===== src/rtl/time_set_ctrl.sv =====
// rtl/time_set_ctrl.sv - clock time-set controller: mode FSM, increment strobe with auto-repeat, idle timeout, blink
// Outputs are registered from the next-state/next-value logic so they change on the same edge as the state.
module time_set_ctrl #(
  parameter int HOLD_CYCLES    = 8,
  parameter int REPEAT_CYCLES  = 4,
  parameter int TIMEOUT_CYCLES = 64,
  parameter int BLINK_CYCLES   = 16
) (
  input  logic clk,
  input  logic rst,
  input  logic btn_mode,
  input  logic btn_inc,
  output logic mode,
  output logic change_hour,
  output logic change_min,
  output logic valid_response,
  output logic blink
);

  typedef enum logic [1:0] {
    RUN      = 2'd0,
    SET_HOUR = 2'd1,
    SET_MIN  = 2'd2
  } state_t;

  localparam logic [15:0] HOLD_LAST    = 16'(HOLD_CYCLES - 1);
  localparam logic [15:0] REPEAT_LAST  = 16'(REPEAT_CYCLES - 1);
  localparam logic [15:0] TIMEOUT_LAST = 16'(TIMEOUT_CYCLES - 1);
  localparam logic [15:0] BLINK_LAST   = 16'(BLINK_CYCLES - 1);
  localparam logic [15:0] CNT_MAX      = 16'hFFFF;

  state_t      state, state_n;
  logic        mode_q, inc_q;
  logic        rep_active, rep_active_n;
  logic        rep_first, rep_first_n;
  logic [15:0] rep_cnt, rep_cnt_n;
  logic [15:0] idle_cnt, idle_cnt_n;
  logic [15:0] blink_cnt, blink_cnt_n;
  logic        blink_n;
  logic        pulse;
  logic        mode_edge, inc_edge;
  logic [15:0] rep_limit;

  always_ff @(posedge clk) begin
    if (rst) begin
      state          <= RUN;
      mode_q         <= 1'b0;
      inc_q          <= 1'b0;
      rep_active     <= 1'b0;
      rep_first      <= 1'b0;
      rep_cnt        <= 16'd0;
      idle_cnt       <= 16'd0;
      blink_cnt      <= 16'd0;
      mode           <= 1'b0;
      change_hour    <= 1'b0;
      change_min     <= 1'b0;
      valid_response <= 1'b0;
      blink          <= 1'b0;
    end else begin
      state          <= state_n;
      mode_q         <= btn_mode;
      inc_q          <= btn_inc;
      rep_active     <= rep_active_n;
      rep_first      <= rep_first_n;
      rep_cnt        <= rep_cnt_n;
      idle_cnt       <= idle_cnt_n;
      blink_cnt      <= blink_cnt_n;
      mode           <= (state_n != RUN);
      change_hour    <= (state_n == SET_HOUR);
      change_min     <= (state_n == SET_MIN);
      valid_response <= pulse;
      blink          <= blink_n;
    end
  end

  always_comb begin
    state_n      = state;
    rep_active_n = rep_active;
    rep_first_n  = rep_first;
    rep_cnt_n    = rep_cnt;
    idle_cnt_n   = idle_cnt;
    blink_n      = blink;
    blink_cnt_n  = blink_cnt;
    pulse        = 1'b0;
    mode_edge    = btn_mode & ~mode_q;
    inc_edge     = btn_inc & ~inc_q;
    rep_limit    = rep_first ? HOLD_LAST : REPEAT_LAST;

    // Repeat only continues from a pulse started by a real press in this state,
    // so a level held across a state change never fires.
    if (state == RUN) begin
      idle_cnt_n   = 16'd0;
      rep_active_n = 1'b0;
      rep_first_n  = 1'b0;
      rep_cnt_n    = 16'd0;
      if (mode_edge) state_n = SET_HOUR;
    end else if (mode_edge) begin
      state_n      = (state == SET_HOUR) ? SET_MIN : RUN;
      idle_cnt_n   = 16'd0;
      rep_active_n = 1'b0;
      rep_first_n  = 1'b0;
      rep_cnt_n    = 16'd0;
    end else if (btn_inc) begin
      idle_cnt_n = 16'd0;
      if (inc_edge) begin
        pulse        = 1'b1;
        rep_active_n = 1'b1;
        rep_first_n  = 1'b1;
        rep_cnt_n    = 16'd0;
      end else if (rep_active) begin
        if (rep_cnt == rep_limit) begin
          pulse       = 1'b1;
          rep_first_n = 1'b0;
          rep_cnt_n   = 16'd0;
        end else if (rep_cnt != CNT_MAX) begin
          rep_cnt_n = rep_cnt + 16'd1;
        end
      end
    end else begin
      rep_active_n = 1'b0;
      rep_first_n  = 1'b0;
      rep_cnt_n    = 16'd0;
      if (idle_cnt == TIMEOUT_LAST) begin
        state_n    = RUN;
        idle_cnt_n = 16'd0;
      end else if (idle_cnt != CNT_MAX) begin
        idle_cnt_n = idle_cnt + 16'd1;
      end
    end

    // Entering a set state or changing the field restarts the blink phase lit.
    if (state_n == RUN) begin
      blink_n     = 1'b0;
      blink_cnt_n = 16'd0;
    end else if ((state_n != state) || pulse) begin
      blink_n     = 1'b1;
      blink_cnt_n = 16'd0;
    end else if (blink_cnt == BLINK_LAST) begin
      blink_n     = ~blink;
      blink_cnt_n = 16'd0;
    end else if (blink_cnt != CNT_MAX) begin
      blink_cnt_n = blink_cnt + 16'd1;
    end
  end

endmodule


===== config.mk =====
export PLATFORM = sky130hd
export DESIGN_NAME = time_set_ctrl
export DESIGN_NICKNAME = d
export VERILOG_FILES = /design/src/rtl/time_set_ctrl.sv
export SDC_FILE = /design/constraint.sdc
export NUM_CORES = 1
export LEC_CHECK = 0
export CAP_MARGIN = 25
export CORE_UTILIZATION = 40
export CTS_BUF_LIST = sky130_fd_sc_hd__clkbuf_8 sky130_fd_sc_hd__clkbuf_16
export DETAILED_ROUTE_END_ITERATION = 10
export PLACE_DENSITY_LB_ADDON = 0.1
export SYNTH_ARGS = -nofsm -noshare
export SYNTH_HDL_FRONTEND = slang
export SYNTH_SLANG_ARGS = --single-unit

===== constraint.sdc =====
create_clock -name clk -period 2.8 [get_ports clk]
set_input_delay 0.56 -clock clk [delete_from_list [all_inputs] [get_ports clk]]
set_output_delay 0.56 -clock clk [all_outputs]
set_load 0.005 [all_outputs]

==> out/qor.yml, run 1 <==
cp.arrival_ns: 2.35
post_cts_buffers: 0
worstSetupPathType: "in2reg"
io_buffers: 8
wire_per_inst_um: 13.55
rsz0062_at_grt: "no"
crit_buf_inv: 1
worst_ir_drop_vdd_mv: 0.2282
die_area_sq_um: 7627
max-cap-violations: 0
clk_pin_slew_worst_paths_ns: 0.07
ant_nets: 0
finalPower_w: 0.001696
max_slew.worst_pin.slew_ns: 0.5540
finalMaxSlewViolations: 0
cts_tree: "yes"
track_usage_pct: 17.56
synthesis.nets: 349
timing.rr.start: "blink_cnt[0]$_SDFFE_PP0P_"
cp_cell_sequence: "clkdlybuf4s50_1 -> nor2b_1 -> o31a_1 -> o2111ai_4 -> a311oi_1"
fin_crit_ns: 2.121
setup_viol_count_final: 0
drcViolationCount: 0
hold_buffers: 0
die_h_um: 87.34
die_x_um: 87.34
numCtsBuffers: 9
syn-cell-area_sq_um: 2913
register_area_sq_um: 1181
syn_inst: 342
synth.most_common_cell: "dfxtp_1"
antenna_found_initial: 0
hold_class: "reg2reg"
synth.cells.most_frequent: "dfxtp_1 (59), nor2_1 (53), nand2_1 (26)"
cts.sinks: 59
globalplace.congestion: 0.7694
ys_seq_area_share_pct: 40.55
synth_top_area_share_pct: 40.55
nNetsFinal: 360
hold_violations: 0
synth_flop_cell: "dfxtp_1"
worstHoldStart: "idle_cnt[1]$_SDFFE_PP0P_"
grt_pass1_vias: 2186
cp_slowest_cell: "clkdlybuf4s50_1"
clk-insertion-delay-late_ns: 0.34
critPathLaunchType: "primary input"
clock-root-buffer: "clkbuf_8"
leakagePower_nw: 1.055
core_area_sq_um: 6907
grt_max_degree: 17
syn_area_per_cell_sq_um: 8.517
cts_resized: 0
fin_crit_sh_pct: 75.75
status: "finished, final reports clean"
ctsLongestPathBuffers: 2
synth.top_cells.by_area: "dfxtp_1 (41%), nor2_1 (6.8%), xor2_1 (5.4%)"
syn_to_final_growth_pct: 12.54
num_io_pins: 9
vias_per_cell: 5.404
ys_types: 50
start_util_pct: 42.17
synth_edf_count: 0
async_flop_share_pct: 0
cp.required_ns: 3.03
grt_pass1_wl_um: 10450
dp_hpwl_um: 4312
rows: 30
wirelength_um: 6138
post-route-util_pct: 47.46
dr.pass1.iters: 4
diodes: 0
max_freq_mhz: 471.5
worstSetupEndpointType: "flop"
ys_ff_latch: 59
h-tree-depth: 3
place_ws_ns: 0.3450
crit_start: "btn_mode"
nFillCells: 720
skew_ns: 0.01146
overflow: 0
setup_tns_ns: 0
drtIter0Drc: 160
drive_above_1_share_pct: 6.723
final.setup.worst_slack_ns: 0.6791
synth_top_area_cell: "dfxtp_1"
multi_input_area_sq_um: 1658
worst_path_dominant_cell_family: "compound AO/OA/AOI/OAI gates"
vias: 2448
cpPeakStageDelay_ns: 0.49
power_density_nw_per_um2: 517.4
path_max_fanout: 16
slew_headroom_pct: 62.72
yosysWarnings: 0
-- cell families after synthesis --
family          Yosys count  synth area share (%)
fa+ha+maj                 3                 1.289
compound gates           53                 13.10
mux                       7                 2.406
flops                    59                 40.55
buf+inv                  17                 2.534
simple gates            176                 32.00
xor+xnor                 27                 8.119
-- flip-flops by register name (all words and copies together), names as in the netlist --
name,flops
blink,1
idle_cnt,16
blink_cnt,16
mode,1
inc_q,1
change_min,1
mode_q,1
state,2
rep_first,1
change_hour,1
rep_cnt,16
rep_active,1
valid_response,1
-- final timing paths --
kind,end,cells after the start,slack [ns]
max,blink_cnt[6]$_SDFFE_PP0P_,5,0.68
min,idle_cnt[1]$_SDFFE_PP0P_,2,0.51
max reg2reg,blink_cnt[6]$_SDFFE_PP0P_,6,0.71
min reg2reg,idle_cnt[1]$_SDFFE_PP0P_,2,0.51
-- power breakdown --
part	internal [W]	leakage [nW]	switching, W
Clock	0.000447	0.108	0.000326
Sequential	0.000849	0.477	0.00000832
Combinational	0.0000301	0.470	0.0000359
Total	0.00133	1.05	0.000370
-- worst register-to-register path, stage by stage (launching register included) --
cell and delay (ns):
dfxtp_1 0.34, ha_1 0.25, and3_1 0.23, and4_1 0.23
nor3_1 0.27, o2111ai_4 0.34, a311oi_1 0.34
-- layer usage --
layer  share of wire [%]  GRT usage, %
met5                   0             0
met4                0.81         8.048
met3                 4.9         4.076
met2                  41         24.72
met1                  53         25.15
-- cell type report --
| class | count | share of cell area, % |
|---|---|---|
| multi-input combinational | 266 | 50.57 |
| sequential | 59 | 36.03 |
| clock buffer | 11 | 4.618 |
| tap | 96 | 3.664 |
| timing repair buffer | 11 | 3.130 |
| clock inverter | 4 | 1.298 |
| inverter | 6 | 0.6870 |
-- per-stage QoR --
| stage | instances | cell area, sq um | hold slack, ns |
|---|---|---|---|
| final | 453 | 3278 | 0.5065 |
| after floorplan | 342 | 2913 | 0.4569 |
| after global placement | 438 | 3084 | 0.4934 |
| after detailed placement | 438 | 3084 | 0.4952 |
| after CTS | 453 | 3278 | 0.5043 |
| after global routing | 453 | 3278 | 0.5230 |
-- cells in the final DEF (no fill, tap or decap), types with 8 or more instances in the layout --
master,instances
clkdlybuf4s50_1,8
a21oi_1,15
nand2_1,26
nor4_1,8
nand4_1,12
dfxtp_1,59
and3_1,10
clkbuf_8,11
xor2_1,18
xnor2_1,9
nor2_1,53
inv_1,8
nand3_1,22
nor3_1,9
Power figures use the tool's default switching activity.
==> run 2, diff against run 1 <==
==> constraint.sdc (replaced) <==
create_clock -name clk -period 1.9 [get_ports clk]
set_input_delay 0.38 -clock clk [delete_from_list [all_inputs] [get_ports clk]]
set_output_delay 0.38 -clock clk [all_outputs]
set_load 0.005 [all_outputs]
==> run 2 against run 1 <==
The run now ends with negative setup slack left. Via count grew 9.6%. Critical path type is now reg2reg. Count of clock-buffer cells in the layout is the same. Global-route usage grew 1.4 points. Register-to-register slack lost 0.72 ns.
==> out/qor.yml, run 2 (synthesized netlist as in run 1, its figures left out) <==
antenna_found_initial: 0  # unchanged
setup_viol_count_final: 3  # +3
vias: 2683  # +9.6%
path_max_fanout: 7  # -9
track_usage_pct: 18.95  # +1.4 points
globalplace.congestion: 0.8371  # +8.8%
skew_ns: 0.009026  # -0.002438 ns
worstSetupPathType: "reg2reg"
critPathLaunchType: "flop"
timing.rr.start: "idle_cnt[11]$_SDFFE_PP0P_"
cts_tree: "yes"
wirelength_um: 6789  # +11%
worstHoldStart: "rep_first$_SDFFE_PP0P_"
hold_class: "reg2reg"
post-route-util_pct: 56.01  # +8.6 points
max_freq_mhz: 523.8
reg.largest.list: "blink_cnt (16), idle_cnt (16), rep_cnt (16)"
grt_pass1_wl_um: 11390  # +9.0%
rsz0062_at_grt: "yes"
numCtsBuffers: 9  # unchanged
io_buffers: 8  # unchanged
final.setup.worst_slack_ns: -0.009004  # -0.6881 ns
worst_path_dominant_cell_family: "simple AND/OR/NAND/NOR gates"
cpMostUsedCell: "buf_12"
diodes: 0  # unchanged
slew_headroom_pct: 55.22  # -7.5 points
leakagePower_nw: 1.375  # +30%
holdPathEnd: "rep_first$_SDFFE_PP0P_"
reg2regPathDepth: 7  # +1
num_io_pins: 9  # unchanged
dr.pass1.iters: 4  # unchanged
syn_to_final_growth_pct: 32.82
worstSetupEndpointType: "flop"
crit_buf_inv: 2  # +1
die_h_um: 87.34  # unchanged
clock-root-buffer: "clkbuf_8"
nNetsFinal: 420  # +17%
status: "finished, violations left"
core_area_sq_um: 6907  # unchanged
ctsLongestPathBuffers: 2  # unchanged
ant_nets: 0  # unchanged
violations: "negative setup slack"
hold_buffers: 0  # unchanged
worst_ir_drop_vdd_mv: 0.3124  # +37%
clk-insertion-delay-late_ns: 0.33  # about the same
max-cap-violations: 0  # unchanged
final_cell_mix: "dfxtp_1 (56), buf_4 (56), nor2_1 (45)"
wire_per_inst_um: 13.21  # -2.5%
cpPeakStageDelay_ns: 0.41  # -0.08 ns
finalMaxSlewViolations: 0  # unchanged
cp_slowest_cell: "o31a_1"
drtIter0Drc: 142  # -11%
power_density_nw_per_um2: 629.8  # +22%
rows: 30  # unchanged
grt_pass1_vias: 2542  # +16%
fin_crit_ns: 1.909
h-tree-depth: 3  # unchanged
drive_above_1_share_pct: 26.56  # +20 points
clk_pin_slew_worst_paths_ns: 0.07  # about the same
fin_crit_sh_pct: 100.5
r2r_slack_ns: -0.009  # -0.72 ns
cp_cell_sequence: "nor4_2 -> nand4_1 -> o31a_1 -> o2111ai_4 -> buf_12 -> buf_12 -> a211oi_2"
cp.required_ns: 2.11  # -0.92 ns
finalPower_w: 0.002437  # +44%
start_util_pct: 42.17  # unchanged
overflow: 0  # unchanged
hold_violations: 0  # unchanged
vias_per_cell: 5.220  # -3.4%
drcViolationCount: 0  # unchanged
dp_hpwl_um: 4792  # +11%
cts.sinks: 59  # unchanged
cp.arrival_ns: 2.12  # -0.23 ns
max_slew.worst_pin.slew_ns: 0.6647  # +0.1107 ns
die_area_sq_um: 7627  # unchanged
die_x_um: 87.34  # unchanged
grt_max_degree: 15  # -2
hold_depth: 2  # unchanged
regToRegEndpoint: "blink_cnt[3]$_SDFFE_PP0P_"
run 2: cell types whose count changed in the layout (fill, tap and decap cells not counted), sizes merged:
cell    change
buf        +60
bufinv      -1
inv         +1
clkinv      +1
run 2: final cells by class:
class / instances / area, sq um
Fill cell: 667 / 3038
Multi-Input combinational cell: 266 / 1768
Sequential cell: 59 / 1185
Timing Repair Buffer: 71 / 600.6
Clock buffer: 11 / 151.4
Tap cell: 96 / 120.1
Inverter: 6 / 22.52
Clock inverter: 5 / 21.27
run 2: where the power goes:
group          switching [W]  leakage (nW)  internal [W]
Combinational      0.0000732         0.794     0.0000903
Clock               0.000485         0.103      0.000526
Sequential         0.0000105         0.478       0.00125
run 2: what timing repair did:
item,4_1_cts,5_1_grt
setup buffers,6,1
setup endpoints to repair,10,24
pin swaps,4,12
resized for setup,6,32
run 2: worst register-to-register path, delay by kind of cell (launching register included):
family / cells / cell delay (ns)
and+or+nand+nor: 2 / 0.61
AOI/OAI and AO/OA: 3 / 0.58
DFF: 1 / 0.33
buffers and inverters: 2 / 0.27
run 2: worst max-delay path by stage:
stage / start / end / slack (ns) / cells past startpoint
after global placement: btn_mode / blink_cnt[11]$_SDFFE_PP0P_ / -0.08 / 6
after detailed placement: btn_mode / blink_cnt[10]$_SDFFE_PP0P_ / -0.12 / 6
after global routing: idle_cnt[7]$_SDFFE_PP0P_ / blink_cnt[3]$_SDFFE_PP0P_ / -0.08 / 7
after CTS: rep_cnt[5]$_SDFFE_PP0P_ / blink_cnt[3]$_SDFFE_PP0P_ / 0.01 / 7
after floorplan: rep_cnt[5]$_SDFFE_PP0P_ / blink_cnt[13]$_SDFFE_PP0P_ / 0.11 / 6
final: idle_cnt[11]$_SDFFE_PP0P_ / blink_cnt[3]$_SDFFE_PP0P_ / -0.009 / 7
run 2: per-stage QoR:
| stage | setup TNS (ns) | worst slack, ns | hold slack [ns] | cells | cell area [sq um] |
|---|---|---|---|---|---|
| final | -0.01434 | -0.009004 | 0.5151 | 514 | 3869 |
| after global placement | -0.9948 | -0.08381 | 0.5071 | 491 | 3482 |
| after floorplan | 0 | 0.1081 | 0.4569 | 342 | 2913 |
| after global routing | -1.007 | -0.08480 | 0.5445 | 514 | 3869 |
| after CTS | 0 | 0.01066 | 0.5217 | 513 | 3746 |
| after detailed placement | -2.189 | -0.1168 | 0.5044 | 491 | 3482 |
run 2: metal layers:
metal | routed length, um | global-route usage (%) | vias to the layer above
li1 | - | - | 1389
met1 | 3460 | 25.45 | 1238
met2 | 3007 | 29.62 | 50
met4 | 59 | 7.601 | 0
met3 | 260 | 3.886 | 6
met5 | 0 | 0 | -
==> run 3, diff against run 2 <==
--- a/config.mk
+++ b/config.mk
@@ -5,7 +5,6 @@
 export SDC_FILE = /design/constraint.sdc
 export NUM_CORES = 1
 export LEC_CHECK = 0
-export CAP_MARGIN = 25
 export CORE_UTILIZATION = 40
 export CTS_BUF_LIST = sky130_fd_sc_hd__clkbuf_8 sky130_fd_sc_hd__clkbuf_16
 export DETAILED_ROUTE_END_ITERATION = 10
==> results of run 3 <==
No change in the layout: final DEF, timing and power equal those of run 2.
==> RTL change 1 (flow settings as in run 1) <==
Encoding of `state_t`: now one-hot (3 bits for 3 states).
--- a/src/rtl/time_set_ctrl.sv
+++ b/src/rtl/time_set_ctrl.sv
@@ -17,10 +17,10 @@
   output logic blink
 );
 
-  typedef enum logic [1:0] {
-    RUN      = 2'd0,
-    SET_HOUR = 2'd1,
-    SET_MIN  = 2'd2
+  typedef enum logic [2:0] {
+    RUN      = 3'b001,
+    SET_HOUR = 3'b010,
+    SET_MIN  = 3'b100
   } state_t;
 
   localparam logic [15:0] HOLD_LAST    = 16'(HOLD_CYCLES - 1);
Check against the original RTL: no difference found for any inputs over 10 cycles, from zero or initial values and one cycle with rst high; not proved beyond that.
==> RTL change 1 against run 1 <==
Cell count rose by 1.1%; count of clock-buffer cells in the layout unchanged; wire length down 5.0%; sequential cell count grew 1; utilization fell by 1.2 points; setup slack got worse by 96 ps; total power is 2.4% lower; cell area increased by 2.4%; hold slack worse by 28 ps; die area up 3.1%; area after synthesis up 3.1%.
==> RTL change 1: results (changes against run 1) <==
status - complete, no violations
Root Buffer - clkbuf_8
Slew headroom - 59.5% (-3.2 points)
Worst Path Arrival - 2430 ps (+80 ps)
Max Root-Sink Buffers - 2 (unchanged)
peak supply drop - 0.311 mV (+36%)
final worst slack - 583 ps (-95.9 ps)
Final Max Slew Viols - 0 (unchanged)
post-placement cell count - 443 (+1.1%)
CP startpoint - rep_cnt[0]$_SDFFE_PP0P_
Top FF cell, synth - dfxtp_1
Final GP Congestion - 0.800 (+4.0%)
share of cells above drive strength 1 - 9.47% (+2.7 points)
post-synth cell types - 52 (+4.0%)
Leak - 0.00106 uW (+0.91%)
Initial DRC Count - 77 (-52%)
Reg clk slew, reported paths - 60 ps
first-pass GRT wire length - 10,200 um (-2.6%)
vias in the first global route - 2,239 (+2.4%)
min-delay worst type - reg -> reg
Final Non-Filler Cells - 458 (+1.1%)
pre-CTS setup slack - 241 ps (-104 ps)
port bufs - 8 (unchanged)
most frequent cells after synthesis - dfxtp_1, nor2_1, xnor2_1
TritonRoute pass-1 iters - 4 (unchanged)
H-tree lvl count - 3 (unchanged)
initial antenna violation count - 0 (unchanged)
Avg Inst Size Synth - 8.78 um2 (+3.1%)
FILL cells - 733 (+1.8%)
Antenna Cells - 0 (unchanged)
largest net degree at the start of global routing - 18 (+1)
Crit Path Max Fanout - 17 (+1)
sequential fraction of the synthesis area - 40.0% (-0.57 points)
final-stage net count - 362 (+0.56%)
switching portion of total power - 23.4% (+1.6 points)
total wire length - 5830 um (-5.0%)
r2r endpoint - blink_cnt[2]$_SDFFE_PP0P_
largest registers - blink_cnt x16, idle_cnt x16, rep_cnt x16
worst setup path end - blink_cnt[2]$_SDFFE_PP0P_
total track usage - 16.9% (-0.67 points)
FF-to-FF path depth - 7 (+1)
HP Start - rep_first$_SDFFE_PP0P_
top cells by area, synth - dfxtp_1, xnor2_1, nor2_1
Vias/cell - 5.30 (-1.9%)
Worst-Skew Late Latency - 330 ps
clk_skew - 7.66 ps (-3.81 ps)
DP HPWL - 4060 um (-5.9%)
## RTL change 1: cell count changes in the layout (fill, tap and decap cells not counted), moves of 3 or more
cell              run 1  this run
a311oi_1              4         0
buf_4                 3         6
nand2_1              26        17
nand2b_1              2         5
nor2_1               53        45
nor3_1                9        13
nor3_2                1        10
nor4_1                8        11
nor4b_1               0         4
o2111ai_1             4         1
o21ai_0               4         7
o31ai_1               3         0
xnor2_1               9        23
xor2_1               18        13
## RTL change 1: logic make-up (layout without fill, tap and decap cells)
kind of cell    count (synthesis)  in the layout  synth area share [%]
flops                          60             60                  40.0
buf+inv                        17             34                  2.83
xor+xnor                       36             36                  10.5
mux                             5              5                  1.67
simple gates                  172            172                  32.4
compound gates                 49             49                  11.3
fa+ha+maj                       3              3                  1.25
## RTL change 1: routing by layer
layer	share of wire [%]	track usage (%)
met2	44	25.1
met4	1.2	5.72
met1	51	22.5
met5	0	0
met3	3.2	6.25
## RTL change 1: final cells by class
| type | count | share of cell area (%) |
|---|---|---|
| Sequential cell | 60 | 35.8 |
| Tap cell | 99 | 3.69 |
| Multi-Input combinational cell | 265 | 51.2 |
| Clock inverter | 4 | 0.522 |
| Clock buffer | 11 | 4.51 |
| Inverter | 5 | 0.559 |
| Timing Repair Buffer | 14 | 3.73 |
## RTL change 1: power groups by stage
stage	combinational, uW	clock, uW	sequential (uW)
after floorplan	80.4	0	896
after global placement	106	0	899
after detailed placement	106	0	900
after CTS	107	710	880
after global routing	118	741	883
final	105	670	881
## RTL change 1: how the worst min path moves through the flow
stage / slack, ps / cells after the start / end
2_1_floorplan: 450 / 2 / rep_first$_SDFFE_PP0P_
4_1_cts: 480 / 2 / rep_first$_SDFFE_PP0P_
3_5_place_dp: 470 / 2 / rep_first$_SDFFE_PP0P_
3_3_place_gp: 470 / 2 / idle_cnt[1]$_SDFFE_PP0P_
5_1_grt: 500 / 2 / rep_first$_SDFFE_PP0P_
6_report: 480 / 2 / rep_first$_SDFFE_PP0P_
## RTL change 1: metrics by stage
stage                     hold slack, ps  instance area (um2)  total power [uW]
final                                478                 3360              1660
after global routing                 498                 3360              1740
after CTS                            480                 3360              1700
after detailed placement             471                 3190              1010
after global placement               467                 3190              1010
after floorplan                      448                 3000               976
## RTL change 1: worst max-delay path, stage by stage, from the launching register on
cell     delay [ps]
dfxtp_1         370
ha_1            310
or2b_1          250
nor4_1          340
nand3_2         190
a41oi_4         240
buf_4           280
nor4_1          100
==> RTL change 2 (config.mk and constraints of run 1) <==
Without the edit above. The localparam `CNT_MAX` goes from 16'hFFFF to 16'h7FFF.
--- a/src/rtl/time_set_ctrl.sv
+++ b/src/rtl/time_set_ctrl.sv
@@ -27,7 +27,7 @@
   localparam logic [15:0] REPEAT_LAST  = 16'(REPEAT_CYCLES - 1);
   localparam logic [15:0] TIMEOUT_LAST = 16'(TIMEOUT_CYCLES - 1);
   localparam logic [15:0] BLINK_LAST   = 16'(BLINK_CYCLES - 1);
-  localparam logic [15:0] CNT_MAX      = 16'hFFFF;
+  localparam logic [15:0] CNT_MAX      = 16'h7FFF;
 
   state_t      state, state_n;
   logic        mode_q, inc_q;
Check against the original RTL: same outputs for any inputs over 10 cycles, from zero or initial values and one cycle with rst high; that may be too few to reach the edited logic, so the function may still have changed.
==> RTL change 2 against run 1 <==
Utilization rose by 0.27 points; critical path depth did not move; register-to-register slack got worse by 90 ps; cell area rose by 1.1%; setup slack got worse by 70 ps; wire length fell by 4.0%; sequential power barely moved; fmax fell by 3.2%; area after synthesis rose by 0.90%; total power rose by 0.44%; sequential cell count did not move; largest cell class unchanged.
==> RTL change 2: results (changes against run 1) <==
met2 Use GR - 25.9% (+1.2 points)
r2r startpoint - rep_cnt[0]$_SDFFE_PP0P_
share of cells above drive strength 1 - 9.27% (+2.5 points)
register-to-register setup slack - 620 ps (-90 ps)
r2r endpoint - rep_cnt[14]$_SDFFE_PP0P_
DP HPWL - 4110 um (-4.7%)
most frequent cells after synthesis - dfxtp_1, nor2_1, nand2_1
Initial DRC Count - 114 (-29%)
Crit Path Max Fanout - 15 (-1)
FILL cells - 698 (-3.1%)
status - complete, no violations
total wire length - 5890 um (-4.0%)
XOR/XNOR Fraction of Synth Area - 9.54% (+1.4 points)
Hold Path End - rep_cnt[1]$_SDFFE_PP0P_
sequential fraction of the synthesis area - 40.2% (-0.36 points)
min Tclk post-route - 2190 ps (+70.1 ps)
final-stage net count - 358 (-0.56%)
buffers outside the clock class - 14 (+3)
wire per inst - 13.0 um (-3.8%)
worst-margin pin slew - 550 ps (-4.30 ps)
post-synth cell types - 53 (+6.0%)
met3 usage - 7.07% (+3.0 points)
vias in the first global route - 2,211 (+1.1%)
Post-Syn Instances - 339 (-0.88%)
CP startpoint - btn_inc
first-pass GRT wire length - 10,400 um (-0.92%)
post-placement cell count - 436 (-0.46%)
CLK BUF - 10 (-1)
Adder-Cell Fraction of Synth Area - 1.28% (-0.012 points)
non-clock buffer share of cell area - 3.78% (+0.65 points)
Seq area share - 35.6% (-0.39 points)
proportion of synthesized area in mux cells - 1.70% (-0.70 points)
Hold WS - 488 ps (-18.7 ps)
Leak - 0.00104 uW (-1.7%)
multi-input gate count - 259 (-2.6%)
Placed Instance Area - 3110 um2 (+0.89%)
clk_skew - 11.6 ps (+0.102 ps)
multi-input gate share of total cell area - 49.9% (-0.63 points)
Vias/cell - 5.21 (-3.5%)
Final GP Congestion - 0.754 (-2.1%)
top cells by area, synth - dfxtp_1, xnor2_1, nor2_1
[RTL change 2: cells by family after synthesis]
family	Yosys count
compound gates	51
xor+xnor	32
fa+ha+maj	3
buf+inv	21
flops	59
mux	5
simple gates	168
[RTL change 2: per-layer routing]
| layer | up-vias | part of all wire (%) |
|---|---|---|
| met5 | - | 0 |
| met4 | 0 | 0.56 |
| met3 | 2 | 3.2 |
| met2 | 30 | 45 |
| met1 | 1082 | 52 |
| li1 | 1243 | - |
[RTL change 2: worst max-delay path: stages]
cell and delay (ps):
clkdlybuf4s50_1 480, o21ai_0 150, or3_1 400, or3b_1 610, a211oi_1 240
[RTL change 2: power breakdown]
part	switching, uW	internal, uW
combinational	31.6	30.3
sequential	9.53	849
clock	350	433
total	391	1310
